[src/rtl/uart_tx_arbiter_if.sv]
// Requester/transmitter-side signals of the UART word-transmit arbiter.
// master = requesters plus transmitter done feedback, slave = arbiter.
// Pure wiring; no storage, so it adds no latency and no backpressure.
interface uart_tx_arbiter_if #(
    parameter int DATA_WIDTH = 32,
    parameter int NUM_REQ    = 4
);
    localparam int IDX_W = $clog2(NUM_REQ);

    logic [NUM_REQ-1:0]            req;
    logic [NUM_REQ*DATA_WIDTH-1:0] req_data;
    logic [NUM_REQ-1:0]            grant;
    logic [DATA_WIDTH-1:0]         tx_data;
    logic                          tx_send_en;
    logic                          tx_done;
    logic                          busy;
    logic [IDX_W-1:0]              owner;
    logic                          timeout_err;

    modport master (
        output req, req_data, tx_done,
        input  grant, tx_data, tx_send_en, busy, owner, timeout_err
    );

    modport slave (
        input  req, req_data, tx_done,
        output grant, tx_data, tx_send_en, busy, owner, timeout_err
    );
endinterface

[src/rtl/uart_tx_arbiter.sv]
// Round-robin arbiter sharing one word transmitter among NUM_REQ requesters.
// Latency: grant/tx_send_en/tx_data registered one edge after req is sampled in IDLE.
// Backpressure: owns the transmitter until tx_done or watchdog expiry; req ignored meanwhile.
module uart_tx_arbiter #(
    parameter int DATA_WIDTH     = 32,
    parameter int NUM_REQ        = 4,
    parameter int TIMEOUT_CYCLES = 2000000
) (
    input  logic               Clk,
    input  logic               Rst_n,
    uart_tx_arbiter_if.slave   bus
);
    localparam int IDX_W = $clog2(NUM_REQ);
    localparam int WD_W  = $clog2(TIMEOUT_CYCLES);
    localparam logic [WD_W-1:0] WD_LAST = WD_W'(TIMEOUT_CYCLES - 1);

    typedef enum logic {S_IDLE, S_WAIT} state_t;

    state_t                state_q, state_d;
    logic [IDX_W-1:0]      ptr_q, ptr_d;
    logic [WD_W-1:0]       wd_q, wd_d;
    logic [NUM_REQ-1:0]    grant_q, grant_d;
    logic [DATA_WIDTH-1:0] tx_data_q, tx_data_d;
    logic                  send_q, send_d;
    logic                  busy_q, busy_d;
    logic [IDX_W-1:0]      owner_q, owner_d;
    logic                  terr_q, terr_d;

    logic                  win_vld;
    logic [IDX_W-1:0]      win_idx;

    // First requester at or after the pointer, wrapping modulo NUM_REQ.
    always_comb begin
        win_vld = 1'b0;
        win_idx = '0;
        for (int k = 0; k < NUM_REQ; k++) begin
            if (!win_vld && bus.req[(int'(ptr_q) + k) % NUM_REQ]) begin
                win_vld = 1'b1;
                win_idx = IDX_W'((int'(ptr_q) + k) % NUM_REQ);
            end
        end
    end

    always_comb begin
        state_d   = state_q;
        ptr_d     = ptr_q;
        wd_d      = wd_q;
        grant_d   = '0;
        tx_data_d = tx_data_q;
        send_d    = 1'b0;
        owner_d   = owner_q;
        terr_d    = 1'b0;
        case (state_q)
            S_IDLE: begin
                if (win_vld) begin
                    grant_d   = NUM_REQ'(1) << win_idx;
                    tx_data_d = bus.req_data[int'(win_idx)*DATA_WIDTH +: DATA_WIDTH];
                    send_d    = 1'b1;
                    owner_d   = win_idx;
                    ptr_d     = IDX_W'((int'(win_idx) + 1) % NUM_REQ);
                    wd_d      = '0;
                    state_d   = S_WAIT;
                end
            end
            S_WAIT: begin
                // A done pulse coincident with our own send strobe belongs to an older frame.
                if (bus.tx_done && !send_q) begin
                    state_d = S_IDLE;
                    wd_d    = '0;
                end else if (wd_q == WD_LAST) begin
                    terr_d  = 1'b1;
                    state_d = S_IDLE;
                    wd_d    = '0;
                end else begin
                    wd_d = wd_q + 1'b1;
                end
            end
            default: state_d = S_IDLE;
        endcase
        busy_d = (state_d == S_WAIT);
    end

    always_ff @(posedge Clk or negedge Rst_n) begin
        if (!Rst_n) begin
            state_q   <= S_IDLE;
            ptr_q     <= '0;
            wd_q      <= '0;
            grant_q   <= '0;
            tx_data_q <= '0;
            send_q    <= 1'b0;
            busy_q    <= 1'b0;
            owner_q   <= '0;
            terr_q    <= 1'b0;
        end else begin
            state_q   <= state_d;
            ptr_q     <= ptr_d;
            wd_q      <= wd_d;
            grant_q   <= grant_d;
            tx_data_q <= tx_data_d;
            send_q    <= send_d;
            busy_q    <= busy_d;
            owner_q   <= owner_d;
            terr_q    <= terr_d;
        end
    end

    assign bus.grant       = grant_q;
    assign bus.tx_data     = tx_data_q;
    assign bus.tx_send_en  = send_q;
    assign bus.busy        = busy_q;
    assign bus.owner       = owner_q;
    assign bus.timeout_err = terr_q;
endmodule
[src/flat_wrapper.sv]
// flat-port wrapper written by rule: the top's interface ports become plain ports
module uart_tx_arbiter_flat 
#(
    parameter int DATA_WIDTH     = 32,
    parameter int NUM_REQ        = 4,
    parameter int TIMEOUT_CYCLES = 2000000
)
  (Clk, Rst_n, bus_req, bus_req_data, bus_tx_done, bus_grant, bus_tx_data, bus_tx_send_en, bus_busy, bus_owner, bus_timeout_err);
  uart_tx_arbiter_if #(.DATA_WIDTH(DATA_WIDTH), .NUM_REQ(NUM_REQ)) bus_i ();
  input  logic Clk;
  input  logic Rst_n;
  input wire logic [$bits(bus_i.req)-1:0] bus_req;
  input wire logic [$bits(bus_i.req_data)-1:0] bus_req_data;
  input wire logic [$bits(bus_i.tx_done)-1:0] bus_tx_done;
  output wire logic [$bits(bus_i.grant)-1:0] bus_grant;
  output wire logic [$bits(bus_i.tx_data)-1:0] bus_tx_data;
  output wire logic [$bits(bus_i.tx_send_en)-1:0] bus_tx_send_en;
  output wire logic [$bits(bus_i.busy)-1:0] bus_busy;
  output wire logic [$bits(bus_i.owner)-1:0] bus_owner;
  output wire logic [$bits(bus_i.timeout_err)-1:0] bus_timeout_err;
  assign bus_i.req = bus_req;
  assign bus_i.req_data = bus_req_data;
  assign bus_i.tx_done = bus_tx_done;
  assign bus_grant = bus_i.grant;
  assign bus_tx_data = bus_i.tx_data;
  assign bus_tx_send_en = bus_i.tx_send_en;
  assign bus_busy = bus_i.busy;
  assign bus_owner = bus_i.owner;
  assign bus_timeout_err = bus_i.timeout_err;
  uart_tx_arbiter #(.DATA_WIDTH(DATA_WIDTH), .NUM_REQ(NUM_REQ), .TIMEOUT_CYCLES(TIMEOUT_CYCLES)) u_core (.Clk(Clk), .Rst_n(Rst_n), .bus(bus_i));
endmodule
[config.mk]
export PLATFORM = sky130hd
export DESIGN_NAME = uart_tx_arbiter_flat
export DESIGN_NICKNAME = d
export VERILOG_FILES = /design/src/rtl/uart_tx_arbiter_if.sv /design/src/rtl/uart_tx_arbiter.sv /design/src/flat_wrapper.sv
export SDC_FILE = /design/constraint.sdc
export NUM_CORES = 1
export LEC_CHECK = 0
export CAP_MARGIN = 25
export CORE_AREA = 2 2 138 73
export CTS_BUF_LIST = sky130_fd_sc_hd__clkbuf_4 sky130_fd_sc_hd__clkbuf_8 sky130_fd_sc_hd__clkbuf_16
export DETAILED_ROUTE_END_ITERATION = 8
export DIE_AREA = 0 0 140 75
export HOLD_SLACK_MARGIN = 0.03
export PLACE_DENSITY = 0.76
export SYNTH_ARGS = -nofsm -noshare
export SYNTH_HDL_FRONTEND = slang
export SYNTH_SLANG_ARGS = --single-unit
[constraint.sdc]
create_clock -name Clk -period 2.95 [get_ports Clk]
set_clock_uncertainty 0.2 [all_clocks]
set_input_delay 0.59 -clock Clk [delete_from_list [all_inputs] [get_ports Clk]]
set_output_delay 0.59 -clock Clk [all_outputs]
set_load 0.1 [all_outputs]
==> results of run 1 <==
==> cells by family after synthesis <==
kind of cell,Yosys count,synth area share
compound gates,83,0.1608
xor+xnor,1,0.002292
fa+ha+maj,1,0.003274
buf+inv,40,0.05206
flops,64,0.4191
mux,68,0.1788
simple gates,134,0.1837
==> layout make-up <==
cell class,instances,area share
timing repair buffer,191,0.3081
tap,121,0.02519
clock inverter,2,0.009994
clock buffer,14,0.04685
sequential,64,0.2665
multi-input combinational,287,0.3402
inverter,5,0.003123
==> through the flow <==
| step | cells | setup TNS, ps | worst slack [ps] | area (µm²) |
|---|---|---|---|---|
| 4_1_cts | 684 | 0 | 320.1 | 6010 |
| 5_1_grt | 684 | 0 | 129.4 | 6010 |
| 6_report | 684 | 0 | 291.9 | 6010 |
| 2_1_floorplan | 391 | 0 | 604.6 | 3821 |
| 3_5_place_dp | 668 | -30.51 | -30.51 | 5668 |
| 3_3_place_gp | 668 | 0 | 106.1 | 5668 |
==> worst paths after layout <==
path | depth (start not counted) | to | slack [ps]
hold reg to reg | 1 | u_core.bus.tx_data[10]$_DFFE_PN0P_ | 290
max in group asynchronous | 3 | u_core.bus.tx_data[10]$_DFFE_PN0P_ | 1690
setup reg to reg | 7 | u_core.wd_q[11]$_DFFE_PN0P_ | 290
hold / removal | 2 | u_core.bus.tx_data[31]$_DFFE_PN0P_ | 160
setup / recovery | 7 | u_core.wd_q[11]$_DFFE_PN0P_ | 290
min in group Clk | 1 | u_core.bus.tx_data[10]$_DFFE_PN0P_ | 290
==> metal layers <==
layer,wire length [µm],track usage
met5,0,0
met4,166,0.06958
met3,1007,0.06743
met2,5726,0.3612
met1,5185,0.2919
==> Yosys cell counts, types with 2 or more instances <==
master,number,share of area
and2_1,2,0.0033
clkbuf_1,20,0.020
a41oi_1,4,0.0092
buf_2,6,0.0079
or2_1,2,0.0033
mux2_2,2,0.0059
a21o_1,2,0.0039
nand3_1,7,0.0092
a22o_1,2,0.0046
a21boi_1,2,0.0039
nand2_1,23,0.023
a31oi_1,17,0.028
inv_1,5,0.0049
and3_1,5,0.0082
buf_4,5,0.0098
a21oi_1,12,0.016
a211o_1,32,0.073
nor2_1,9,0.0088
o21ai_0,3,0.0039
buf_6,3,0.0088
o31ai_1,2,0.0039
mux2i_1,66,0.17
nor3_1,66,0.086
nor4_1,2,0.0033
dfrtp_1,64,0.42
nand4_1,4,0.0065
nand2b_1,6,0.0098
o21ai_1,3,0.0039
==> registers in the layout, summed over array words and instances (netlist names) <==
name	flops
u_core.bus.tx_data	32
u_core.wd_q	21
u_core.bus.grant	4
u_core.bus.owner	2
u_core.ptr_q	2
u_core.bus.timeout_err	1
u_core.bus.tx_send_en	1
u_core.state_q	1
==> report_power, final <==
group	leakage, nW	internal [W]	switching [W]
combinational	1.80	0.00123	0.00291
clock	0.170	0.000828	0.000366
sequential	0.825	0.00117	0.000201
total	2.80	0.00323	0.00348
==> reports/qor.txt, run 1 <==
Most frequent cells in the layout -> clkdlybuf4s50_1 (133), mux2i_1 (66), nor3_1 (66)
Worst skew pair latency -> 320 ps
Share of flip-flops with an asynchronous set or reset -> 1.000
Fill cells -> 730
Synthesis-stage register bit count -> 64
Worst setup path startpoint -> u_core.wd_q[0]$_DFFE_PN0P_
Failing checks -> DRC
EDFF count, synth -> 0
Post-DP HPWL -> 8.927 mm
# port buffers -> 175
Final nets -> 694
Die Footprint -> 10500 µm²
Kind of critical path -> reg -> reg
Core area -> 9228 µm²
Initial core utilization -> 0.4141
Max rail drop VDD -> 0.6487 mV
Commonest non-fill, non-tap cell in the layout -> clkdlybuf4s50_1
Synth warn -> 0
Fmax -> 0.3762 GHz
Vias in the first global route -> 3570
Pwr per Cell Area -> 1116 nW/µm²
Worst-margin pin slew -> 1017 ps
Global Route Usage Sum -> 0.2219
Max-cap violations -> 0
Post-Route WL -> 12.09 mm
CP Data Arrival Time -> 2690 ps
Final Power -> 0.006708 W
Final ANT Viol Nets -> 0
IO Pins -> 176
Wire per inst -> 17.67 µm
Crit-path leading delay family -> compound AO/OA/AOI/OAI gates
Largest net degree at the start of global routing -> 60
Final Hold Vio Count -> 0
Worst path bufs/invs -> 1
Syn Inst Count -> 391
CTS Hold Buffers Added -> 0
Period utilisation layout -> 0.9010
Hold Crit Class -> in -> async
Cell chain of the critical path -> ha_1, nand4_1, nor2_1, a21oi_2, buf_4, a41oi_1, a31oi_1
DR vias/cell -> 5.509
CTS sink count -> 64
Critical Path Max Stage Delay -> 820 ps
Drt pass-1 iters -> 9
Relative slew margins -> 0.3220
WHS -> 155.8 ps
CP max-delay cell -> a21oi_2
Worst path required time -> 2990 ps
DR DRC count -> 10
# diodes -> 0
CTS tree -> yes
Tmin final -> 2658 ps
Layout cells sized above 1 -> 0.1474
Syn Nets -> 527
Sequential Area -> 1602 µm²
Unrepaired setup endpoints after global routing -> no
Seq/Total Area, Yosys -> 0.4191
Final setup viols -> 0
Synthesized cell area -> 3821 µm²
Worst setup EP type -> flip-flop
Cts bufs inserted -> 9
Initial DRC count -> 249
Clock root buffer -> clkbuf_16
Netlist cell types -> 43
Area Overhead vs Synth -> 57.27%
Antenna violations before repair -> 0
Top FF cell, synth -> dfrtp_1
H-tree depth -> 3
Crit path max fanout -> 25
Status -> finished with violations
CTS resizes -> 0
Width of the die -> 140 µm
Gr ovfl total -> 0
Final core occ -> 0.6513
DR vias -> 3768
Leakage power -> 2.798 nW
Clock tree buffer depth -> 2
Number of max-slew violations in the final report -> 0
Die H -> 75 µm
First-pass GRT wire length -> 18.22 mm
Crit Reg-Reg Startpoint -> u_core.wd_q[0]$_DFFE_PN0P_
Type of origin of the critical path -> flip-flop
FP Rows -> 25
Global placer's final weighted congestion -> 0.8106
Multi-input logic area -> 2044 µm²
Clk slew on worst S/H paths -> 50 ps
Mean post-synth cell area -> 9.773 µm²
Post-CTS Setup Bufs -> 0
(Power assumes the default switching activity.)
==> run 2, diff against run 1 <==
--- a/config.mk
+++ b/config.mk
@@ -10,6 +10,7 @@
 export CTS_BUF_LIST = sky130_fd_sc_hd__clkbuf_4 sky130_fd_sc_hd__clkbuf_8 sky130_fd_sc_hd__clkbuf_16
 export DETAILED_ROUTE_END_ITERATION = 8
 export DIE_AREA = 0 0 140 75
+export GPL_TIMING_DRIVEN = 0
 export HOLD_SLACK_MARGIN = 0.03
 export PLACE_DENSITY = 0.76
 export SYNTH_ARGS = -nofsm -noshare
==> run 2 against run 1 <==
The run still ends with DRC left. Power up 1.4%. Via count up 5.4%. Combinational power up 4%. Register-to-register slack better by 20 ps. Critical path depth up 1. Global-route usage up 2.7 points. Sequential cell count unchanged. Final area up 0.77%. Maximum frequency down 4.2%. Sequential power about the same. Sequential share of layout area down 0.20 points.
==> reports/qor.txt, run 2 (synthesized netlist as in run 1, its figures left out) <==
Status -> finished with violations
Failing checks -> DRC
Post-Route WL -> 13.29 mm
Fmax -> 0.3605 GHz
Worst path required time -> 2970 ps
Area Overhead vs Synth -> 58.48%
H-tree depth -> 3
DR DRC count -> 10
Type of origin of the critical path -> input pin
P_int -> 0.003196 W
Worst skew pair latency -> 330 ps
CP Data Arrival Time -> 2790 ps
# port buffers -> 175
Gr ovfl total -> 0
Sequential Area -> 1602 µm²
Width of the die -> 140 µm
Final nets -> 713
Total Neg Setup Slack -> 0 ps
Initial core utilization -> 0.4141
Kind of critical path -> in -> reg
Unrepaired setup endpoints after global routing -> no
Largest net degree at the start of global routing -> 65
Reg power frac -> 0.200
IO Pins -> 176
DR vias -> 3973
Clk slew on worst S/H paths -> 60 ps
DR vias/cell -> 5.651
Number of max-slew violations in the final report -> 0
CTS tree -> yes
Commonest non-fill, non-tap cell in the layout -> clkdlybuf4s50_1
Layout cells sized above 1 -> 0.07216
Period utilisation layout -> 0.9404
Global placer's final weighted congestion -> 0.8489
Switch share -> 0.5299
Fill cells -> 730
Die Footprint -> 10500 µm²
Cts bufs inserted -> 9
Comb power frac -> 0.632
Vias in the first global route -> 3851
Final Power -> 0.006799 W
Post-DP HPWL -> 10.11 mm
Cells on worst reg2reg path -> 6
Global Route Usage Sum -> 0.2490
Final setup viols -> 0
Switch Pwr -> 0.003603 W
Clock root buffer -> clkbuf_16
Final core occ -> 0.6563
Worst setup EP type -> flip-flop
Max rail drop VDD -> 0.8593 mV
Crit Reg-Reg Startpoint -> u_core.wd_q[0]$_DFFE_PN0P_
Crit path max fanout -> 10
Multi-input logic area -> 2027 µm²
Die H -> 75 µm
Core area -> 9228 µm²
Tmin final -> 2774 ps
Clock tree buffer depth -> 2
Relative slew margins -> 0.3066
FP Rows -> 25
Pwr per Cell Area -> 1123 nW/µm²
First-pass GRT wire length -> 20.15 mm
FF-to-FF End -> u_core.wd_q[18]$_DFFE_PN0P_
Final ANT Viol Nets -> 0
Clk pwr share -> 0.168
Worst-margin pin slew -> 1037 ps
Most frequent cells in the layout -> clkdlybuf4s50_1 (174), mux2i_1 (66), nor3_1 (66)
# diodes -> 0
Max FFs per register -> 32
Wire per inst -> 18.90 µm
Initial DRC count -> 261
Drt pass-1 iters -> 9
CTS sink count -> 64
Antenna violations before repair -> 0
Max-cap violations -> 0
Leakage power -> 2.727 nW
Final Hold Vio Count -> 0
Hold Crit Class -> in -> async
Reg2Reg Setup Slack -> 310 ps
[run 2: cell types whose count changed in the layout (fill, tap and decap cells not counted), moves of 3 or more]
cell,previous run,this run
clkbuf_2,0,4
clkdlybuf4s50_1,133,174
clkbuf_1,0,16
buf_4,50,6
buf_6,0,3
buf_12,7,0
buf_2,1,6
[run 2: area by class of cell]
class | instances | share of cell area
inverter | 5 | 0.003099
timing repair buffer | 175 | 0.2888
clock inverter | 2 | 0.005785
clock buffer | 14 | 0.04752
buffer | 35 | 0.03058
multi-input combinational | 287 | 0.3347
tap | 121 | 0.02500
sequential | 64 | 0.2645
[run 2: routing by layer]
layer  up-vias  share of wire  track usage
met5         -              0            0
met4         0          0.017      0.09764
met3        17          0.073      0.06616
met2       183           0.46       0.3990
met1      1924           0.45       0.3312
li1       1849              -            -
[run 2: what timing repair did]
item	CTS	global route
resized for setup	0	9
setup endpoints to repair	0	26
setup buffers	0	0
hold buffers	0	0
[run 2: worst max path at each step]
stage,start,to,slack (ps)
floorplan,u_core.state_q$_DFF_PN0_,u_core.bus.tx_data[14]$_DFFE_PN0P_,600
global placement,Rst_n,u_core.bus.tx_data[15]$_DFFE_PN0P_,-1060
detailed placement,bus_req[0],u_core.bus.tx_data[17]$_DFFE_PN0P_,-250
CTS,bus_req[0],u_core.bus.tx_data[17]$_DFFE_PN0P_,100
global route,bus_req[3],u_core.bus.tx_data[31]$_DFFE_PN0P_,10
finish,bus_req[0],u_core.bus.tx_data[13]$_DFFE_PN0P_,180
[run 2: critical path: stages]
cell	delay [ps]
clkdlybuf4s50_1	550
or3b_2	470
o221ai_2	160
buf_6	240
buf_4	230
mux2i_1	230
nor3_1	60
a211o_1	250
[run 2: power by group through the flow]
| stage | Sequential [W] | Combinational, W | Clock, W |
|---|---|---|---|
| after CTS | 0.00135 | 0.00429 | 0.00116 |
| after floorplan | 0.00316 | 0.00131 | 0 |
| final | 0.00136 | 0.00430 | 0.00114 |
| after global placement | 0.00135 | 0.00421 | 0 |
| after global routing | 0.00139 | 0.00450 | 0.00120 |
| after detailed placement | 0.00136 | 0.00428 | 0 |
[run 2: stage by stage]
step | hold slack, ps | cells | cell area, µm² | worst slack [ps]
after detailed placement | 276.7 | 687 | 5722 | -251.5
after CTS | 189.4 | 703 | 6045 | 97.29
after floorplan | 94.41 | 391 | 3821 | 604.6
after global routing | 219.0 | 703 | 6056 | 10.72
final | 161.0 | 703 | 6056 | 175.9
after global placement | 270.3 | 687 | 5724 | -1063
